### config.mk
export PLATFORM = sky130hd
export DESIGN_NAME = hazard_unit
export DESIGN_NICKNAME = d
export VERILOG_FILES = /design/src/rtl/hazard_unit.sv
export SDC_FILE = /design/constraint.sdc
export NUM_CORES = 1
export LEC_CHECK = 0
export CAP_MARGIN = 20
export CORE_ASPECT_RATIO = 1.25
export CORE_MARGIN = 4
export CORE_UTILIZATION = 31
export CTS_BUF_LIST = sky130_fd_sc_hd__clkbuf_16
export DETAILED_ROUTE_END_ITERATION = 8
export HOLD_SLACK_MARGIN = 0.03
export PLACE_DENSITY = 0.59
export SKIP_CTS_REPAIR_TIMING = 1
export SYNTH_ARGS = -nofsm -noshare
export SYNTH_HDL_FRONTEND = slang
export SYNTH_SLANG_ARGS = --single-unit
### constraint.sdc
create_clock -name i_clk -period 4.8 [get_ports i_clk]
set_clock_uncertainty 0.1 [all_clocks]
set_input_delay 0.72 -clock i_clk [delete_from_list [all_inputs] [get_ports i_clk]]
set_output_delay 0.72 -clock i_clk [all_outputs]
set_load 0.005 [all_outputs]
### src/rtl/hazard_unit.sv
// hazard_unit: stall/flush control for the 5-stage RV32I pipeline.
// Covers the data hazards forwarding cannot resolve (load-use and
// load-to-branch-in-ID), honours taken-branch flushes resolved in ID, and
// freezes the whole pipeline while a data-memory access waits for its ack.
// Also keeps a sticky memory-wait timeout flag and a saturating counter of
// cycles in which the PC was not updated.
module hazard_unit #(
  parameter int NB_OPERAND   = 5,
  parameter int MAX_MEM_WAIT = 64,
  parameter int NB_STALL_CNT = 16
) (
  input  logic                    i_clk,
  input  logic                    i_rst_n,
  input  logic [NB_OPERAND-1:0]   i_if_id_rs1,
  input  logic [NB_OPERAND-1:0]   i_if_id_rs2,
  input  logic                    i_if_id_use_rs1,
  input  logic                    i_if_id_use_rs2,
  input  logic                    i_if_id_is_branch,
  input  logic                    i_branch_taken,
  input  logic [NB_OPERAND-1:0]   i_id_ex_rd,
  input  logic                    i_id_ex_rf_write,
  input  logic                    i_id_ex_mem_read,
  input  logic [NB_OPERAND-1:0]   i_ex_mem_rd,
  input  logic                    i_ex_mem_mem_read,
  input  logic                    i_dmem_req,
  input  logic                    i_dmem_ack,
  output logic                    o_pc_write,
  output logic                    o_if_id_write,
  output logic                    o_if_id_flush,
  output logic                    o_id_ex_bubble,
  output logic                    o_pipe_hold,
  output logic                    o_mem_timeout,
  output logic [NB_STALL_CNT-1:0] o_stall_cycles
);

  localparam int NB_WAIT = $clog2(MAX_MEM_WAIT + 1);
  localparam logic [NB_WAIT-1:0] WAIT_MAX = NB_WAIT'(MAX_MEM_WAIT);

  localparam logic [0:0] ST_RUN      = 1'b0;
  localparam logic [0:0] ST_MEM_WAIT = 1'b1;

  logic [0:0]              state_reg, state_next;
  logic                    rst_done_reg;
  logic [NB_WAIT-1:0]      wait_cnt_reg, wait_cnt_next;
  logic                    timeout_reg, timeout_next;
  logic [NB_STALL_CNT-1:0] stall_cnt_reg, stall_cnt_next;

  // Per-source hazard detection: index 0 is rs1, index 1 is rs2.
  logic [NB_OPERAND-1:0] src_rs [2];
  logic [1:0]            src_use;
  logic [1:0]            ex_match;
  logic [1:0]            mem_match;

  assign src_rs[0]  = i_if_id_rs1;
  assign src_rs[1]  = i_if_id_rs2;
  assign src_use[0] = i_if_id_use_rs1;
  assign src_use[1] = i_if_id_use_rs2;

  // x0 never creates a dependency, and an operand the instruction does not
  // read must not stall it.
  genvar gi;
  generate
    for (gi = 0; gi < 2; gi++) begin : g_src
      assign ex_match[gi]  = src_use[gi] && (src_rs[gi] != '0) &&
                             (src_rs[gi] == i_id_ex_rd);
      assign mem_match[gi] = src_use[gi] && (src_rs[gi] != '0) &&
                             (src_rs[gi] == i_ex_mem_rd);
    end
  endgenerate

  logic load_use;
  logic branch_load;
  logic branch_alu;
  logic data_stall;
  logic mem_stall;

  assign load_use    = i_id_ex_mem_read && (|ex_match);
  assign branch_load = i_if_id_is_branch && i_ex_mem_mem_read && (|mem_match);
  // An ALU result in EX feeding a branch in ID is handled by the forwarding
  // path, so it never stalls; it is only decoded here for visibility.
  assign branch_alu  = i_if_id_is_branch && i_id_ex_rf_write &&
                       !i_id_ex_mem_read && (|ex_match);
  assign data_stall  = load_use || branch_load;

  logic unused_branch_alu;
  assign unused_branch_alu = branch_alu;

  // The ack cycle itself is not a wait: the pipeline advances on it.
  assign mem_stall = ((state_reg == ST_MEM_WAIT) && !i_dmem_ack) ||
                     ((state_reg == ST_RUN) && i_dmem_req && !i_dmem_ack);

  // Memory handshake FSM: leave RUN only when a request is not acked at once.
  always_comb begin
    state_next = state_reg;
    case (state_reg)
      ST_RUN:      if (i_dmem_req && !i_dmem_ack) state_next = ST_MEM_WAIT;
      ST_MEM_WAIT: if (i_dmem_ack)                state_next = ST_RUN;
      default:                                    state_next = ST_RUN;
    endcase
  end

  // Wait counter counts MEM_WAIT cycles, saturates, and clears back in RUN;
  // the timeout flag latches the moment the count reaches the limit.
  always_comb begin
    wait_cnt_next = '0;
    if ((state_reg == ST_MEM_WAIT) && !i_dmem_ack) begin
      if (wait_cnt_reg < WAIT_MAX) wait_cnt_next = wait_cnt_reg + NB_WAIT'(1);
      else                         wait_cnt_next = wait_cnt_reg;
    end
    timeout_next = timeout_reg || (wait_cnt_next == WAIT_MAX);
  end

  // Pipeline control outputs, highest priority first: reset warm-up,
  // memory freeze, data-hazard bubble, branch flush, normal advance.
  always_comb begin
    o_pc_write     = 1'b1;
    o_if_id_write  = 1'b1;
    o_if_id_flush  = 1'b0;
    o_id_ex_bubble = 1'b0;
    o_pipe_hold    = 1'b0;
    if (!rst_done_reg) begin
      o_pc_write    = 1'b0;
      o_if_id_write = 1'b0;
      o_pipe_hold   = 1'b1;
    end else if (mem_stall) begin
      o_pc_write    = 1'b0;
      o_if_id_write = 1'b0;
      o_pipe_hold   = 1'b1;
    end else if (data_stall) begin
      o_pc_write     = 1'b0;
      o_if_id_write  = 1'b0;
      o_id_ex_bubble = 1'b1;
    end else if (i_branch_taken) begin
      o_if_id_flush = 1'b1;
    end
  end

  // Stall counter: one count per post-reset cycle without a PC update.
  always_comb begin
    stall_cnt_next = stall_cnt_reg;
    if (rst_done_reg && !o_pc_write && (stall_cnt_reg != '1))
      stall_cnt_next = stall_cnt_reg + NB_STALL_CNT'(1);
  end

  // State registers with asynchronous active-low reset.
  always_ff @(posedge i_clk or negedge i_rst_n) begin
    if (!i_rst_n) begin
      state_reg     <= ST_RUN;
      rst_done_reg  <= 1'b0;
      wait_cnt_reg  <= '0;
      timeout_reg   <= 1'b0;
      stall_cnt_reg <= '0;
    end else begin
      state_reg     <= state_next;
      rst_done_reg  <= 1'b1;
      wait_cnt_reg  <= wait_cnt_next;
      timeout_reg   <= timeout_next;
      stall_cnt_reg <= stall_cnt_next;
    end
  end

  assign o_mem_timeout  = timeout_reg;
  assign o_stall_cycles = stall_cnt_reg;

endmodule
Word-level counts from Yosys, hierarchy flattened
Index checks and enable logic that the tools add are counted.
Widths: inputs -> output; s select.
- equality and inequality tests: 6
- muxes and demuxes: 17
- shift-type cells: 0
- $lt $le $gt $ge: 1
- div/mod/pow operators: 0
- bitwise gates (word level): 1
- multipliers: 0
- $add $sub $neg: 2
- reduce and logical (&&, ||, !) cells: 24
- operators by type and width (operator ; count):
    $eq 5x5->1 ; 4
    $add 16x1->16 const B ; 1
    $ne 16x16->1 const B ; 1
    $logic_and 1x1->1 ; 15
    $mux 1 ; 14
    $mux 7 ; 2
    $reduce_bool 5->1 ; 2
    $add 7x1->7 const B ; 1
    $eq 7x7->1 const B ; 1
    $lt 7x7->1 const B ; 1
    $reduce_or 2->1 ; 2
    $logic_or 1x1->1 ; 3
    $logic_not 1->1 ; 2
    $pmux 1 s2 ; 1
    $not 1->1 ; 1
- bits in latches: 0
- output and inout bits: 22
- memories: 0
- bits in writable memories: 0
- bits in read-only memories: 0
- bits of input ports: 31
- flip-flop bits (word level): 26

Logic depth before layout (Yosys ltp)
- depth in word-level cells: 12
- mapped depth: 7

Worst setup path before layout
No wires, ideal clock.
- path kind: in2out
- start: input port i_if_id_rs2[1]
- end: output port o_if_id_flush
- slack: 2.092 ns
- stages on the path: 5
- arrival time: 1.888 ns
- cells stage by stage: or4_1 -> o21ai_2 -> o22ai_1 -> nor2_1 -> and2_1
- cells in the longest elaborated chain, start to end: 9
- ends and longest elaborated chain (item ; RTL line ; text):
    start: declaration ; 15 ; input logic [NB_OPERAND-1:0] i_if_id_rs2,
    $reduce_bool 5->1 ; 64, 66 ;
    $logic_and 1x1->1 ; 64, 66 ;
    $logic_and 1x1->1 (on tied branches) ; 64, 66 ;
    $reduce_or 2->1 (on tied branches) ; n/a ;
    $logic_and 1x1->1 (on tied branches) ; 77, 78 ;
    $logic_or 1x1->1 * ; 83 ; assign data_stall = load_use || branch_load;
    $mux 1 * ; 129 ; end else if (data_stall) begin
    $mux 1 * ; 125 ; end else if (mem_stall) begin
    $mux 1 * ; 121 ; if (!rst_done_reg) begin
    end: declaration ; 29 ; output logic o_if_id_flush,
Every way passes the cells marked *; elsewhere a longest branch is shown, timed or not.

Worst setup path after layout
- start: input port i_if_id_rs1[1]
- end: output port o_if_id_flush
- cells in the longest elaborated chain, start to end: 9
- ends and longest elaborated chain (item ; RTL line ; text):
    start: declaration ; 14 ; input logic [NB_OPERAND-1:0] i_if_id_rs1,
    $reduce_bool 5->1 ; 64, 66 ;
    $logic_and 1x1->1 ; 64, 66 ;
    $logic_and 1x1->1 (on tied branches) ; 64, 66 ;
    $reduce_or 2->1 (on tied branches) ; n/a ;
    $logic_and 1x1->1 (on tied branches) ; 77, 78 ;
    $logic_or 1x1->1 * ; 83 ;
    $mux 1 * ; 129 ;
    $mux 1 * ; 125 ;
    $mux 1 * ; 121 ;
Marked as above.

==> summary.md <==
| Metric | Value |
|---|---|
| CTS tree | done |
| Non-filler cells, final | 272 |
| Class of the tightest hold or removal check | flip-flop to flip-flop |
| Area growth, synth to finish | 38.02% |
| Post-synthesis share of cell area spent on and, or, nand and nor gates | 28.59% |
| Dpl hpwl | 2.869 mm |
| Critical path start-end classification | input pin to output port |
| Peak ir drop on the vdd network | 0.1976 mV |
| Clock Root Buffer | clkbuf_16 |
| Worst-case hold slack | 0.3668 ns |
| Min cycle time layout | 3.748 ns |
| Pre-antenna DRT Iters | 4 |
| Vias in the first global route | 1,430 |
| GPL Wtd Cong | 0.8150 |
| Total via count in the routed design | 1,315 |
| Area occupied by multi-input gates | 978.4 um2 |
| Total routing resource utilization after global routing | 12.17% |
| Count of yosys warnings during synthesis | 0 |
| Finish-stage setup viols | 0 |
| Multiplexer share of the synthesized area | 2.171% |
| Wire length of the first global-routing pass | 6.575 mm |
| DRC | 0 |
| I/O pins | 53 |
| Number of buffers on the longest clock path | 2 |
| TritonCTS buffer count | 3 |
| Total of fill cells in the finished design | 499 |
| Count of port buffers added during placement | 51 |
| Antenna Nets Post-Route | 0 |
| Grt total ovfl | 0 |
| Max Cap Viol | 0 |
| Area enclosed by the die boundary | 6639 um2 |
| Cell family with the largest share of critical-path delay | buffers and inverters |
| Xor/xnor cell area share of the yosys netlist | 19.91% |
| Number of buffers and inverters on the critical path | 2 |
| Status | complete, no violations |
| Final wirelength | 3.854 mm |
| Initial antenna violation count | 0 |
| Worst Max-Slew Pin Slew | 0.6469 ns |
| Standby leakage power | 0.0008925 uW |
| Synth Register Bits | 26 |
| Setup repair after global routing missed its margin | false |
| Crit. End Element | output port |
| Final net count | 245 |
| Slowest library cell on the worst path | or4_1 |
| Combinational family with the most area after synthesis | simple AND/OR/NAND/NOR gates |
| Final Hold Vio Count | 0 |
| Worst max-slew margin expressed relative to the limit | 56.88% |
| Data arrival, critical path | 2.93 ns |
| Diode insertion count for antenna repair | 0 |
| Yosys cell types | 40 |
| Register area | 650.6 um2 |
| Mapped Nets | 192 |
| Summed negative setup slack over all endpoints | 0 ns |
| Synthesized instance count | 159 |
| Register area share after synthesis | 38.92% |
| Total instance count after detailed placement | 269 |
| Fin. max-slew vios | 0 |
| Worst path most repeated cell | clkdlybuf4s50_1 |
| Synthesized area | 1672 um2 |
| Area fraction in compound gates after synthesis | 6.138% |
| Critical path fanouts, max | 3 |
| Area of the core | 5152 um2 |
| Drt initial violations | 31 |
| Data required time at the worst endpoint | 3.98 ns |
| Effective utilization at floorplan | 32.44% |
| Clk Latency, worst-skew pair | 0.26 ns |
| Slowest stage delay, CP | 0.58 ns |
| X dimension of the die | 73.68 um |
| Maximum number of pins on one net before global-route repair | 27 |
| Max reg flops | 16 |
| Number of vias per cell | 4.835 |
| Mean area per synthesized cell | 10.51 um2 |
| Startpoint class of the critical path | input pin |
| Y dimension of the die | 90.10 um |
| Row Count | 29 |
| Reg clk slew, reported paths | 0.06 ns |
| Cells traversed along the worst timing path | clkdlybuf4s50_1, or4_1, o21ai_2, o22ai_1, nor2_1, and2_1, clkdlybuf4s50_1 |
| DR WL/cell | 14.17 um |
| Post-route fraction of the period consumed by the critical path | 78.09% |
| Power density over cell area | 264.7 nW/um2 |
| Sink count of the clock tree | 26 |
| Maximum frequency from static timing analysis | 266.8 MHz |
| Fraction of layout instances using a drive strength above 1 | 11.90% |
| Area share of fa/ha/maj cells after synthesis | 1.497% |
| Maximum level of the CTS H-tree | 1 |
[cell usage in the layout, fill, tap and decap left out, types with 6 or more instances in the layout]
cell type	n
and3_1	6
clkdlybuf4s50_1	51
dfrtp_1	26
nand2_1	8
nand3_1	6
nand3_2	11
nor2_1	15
xnor2_1	15
xor2_1	23
[worst paths after layout]
| kind | start | to | slack (ns) | depth (start not counted) |
|---|---|---|---|---|
| min in group asynchronous | i_rst_n | wait_cnt_reg[0] | 0.74 | 2 |
| max in group asynchronous | i_rst_n | wait_cnt_reg[2] | 3.61 | 2 |
| worst min-delay path | o_mem_timeout | o_mem_timeout | 0.37 | 2 |
| worst min register to register | o_mem_timeout | o_mem_timeout | 0.37 | 2 |
| worst max-delay path | i_if_id_rs1[1] | o_if_id_flush | 1.05 | 7 |
| worst max register to register | o_stall_cycles[6] | o_stall_cycles[1] | 2.63 | 5 |
[worst min-delay path, stage by stage, from the launching register on]
cell and delay (ns):
dfrtp_1 0.35, inv_1 0.05, o41ai_2 0.04
[logic make-up (layout without fill, tap and decap cells)]
group | Yosys count | count (layout)
simple gates | 73 | 73
xor+xnor | 38 | 38
flops | 26 | 26
compound gates | 10 | 10
buf+inv | 6 | 57
mux | 3 | 3
fa+ha+maj | 2 | 2
other cells | 1 | 1
[metal layers]
metal / part of all wire (%) / GRT usage, %
met3: 7.7 / 3.013
met1: 44 / 15.93
met4: 1.1 / 3.625
met5: 0 / 0
met2: 47 / 19.45
[through the flow]
stage	setup slack [ns]	total power (uW)	area (um2)	util [%]
after global routing	0.8652	649.1	2307	44.78
after CTS	1.050	623.2	2307	44.78
after detailed placement	1.062	436.8	2232	43.32
after floorplan	2.092	342.0	1672	-
final	1.052	610.7	2307	44.78
after global placement	1.068	436.6	2232	43.32
[layout make-up]
| class | instances | share of cell area, % |
|---|---|---|
| multi-input cells | 127 | 42.41 |
| repair buffers | 52 | 22.45 |
| flip-flops and latches | 26 | 28.20 |
| well taps | 62 | 3.362 |
| inverters | 2 | 0.3254 |
| clock buffers | 3 | 3.254 |
[cells in the mapped netlist]
library cell,instances,area (um2)
dfrtp_1,26,650.6
and2_1,1,6.260
conb_1,1,3.750
nand4_1,4,25.02
nor3_1,1,5.000
nor2b_1,3,18.77
mux2_4,1,15.01
nand3_1,6,30.03
nand2b_1,1,6.260
nand3_2,11,110.1
or4b_1,1,10.01
a21oi_1,1,5.000
nor2_1,15,56.30
o21ai_0,1,5.000
nor4_2,1,12.51
nor3b_2,2,25.02
ha_1,2,25.02
o22ai_1,1,6.260
or3_1,1,6.260
and4_1,4,35.03
xor2_1,23,201.4
o221ai_4,1,26.28
and3_1,6,37.54
mux2i_1,1,10.01
buf_4,1,7.510
buf_2,1,5.000
or4_1,2,15.01
nand3_4,1,17.52
o31a_1,1,8.760
nand2_1,8,30.03
o41ai_2,1,16.27
a32oi_1,2,17.52
o21ai_2,2,17.52
inv_1,2,7.510
mux2_1,1,11.26
nand2_2,1,6.260
nor4_1,3,18.77
xnor2_1,15,131.4
buf_6,2,22.52
or2_1,1,6.260
[power breakdown]
part           internal [uW]  switching, uW  leakage, uW
combinational           96.1           61.8     0.000513
clock                    110           70.3    0.0000370
sequential               242           30.3     0.000343
Note: power is estimated with default switching activity, not from simulation.
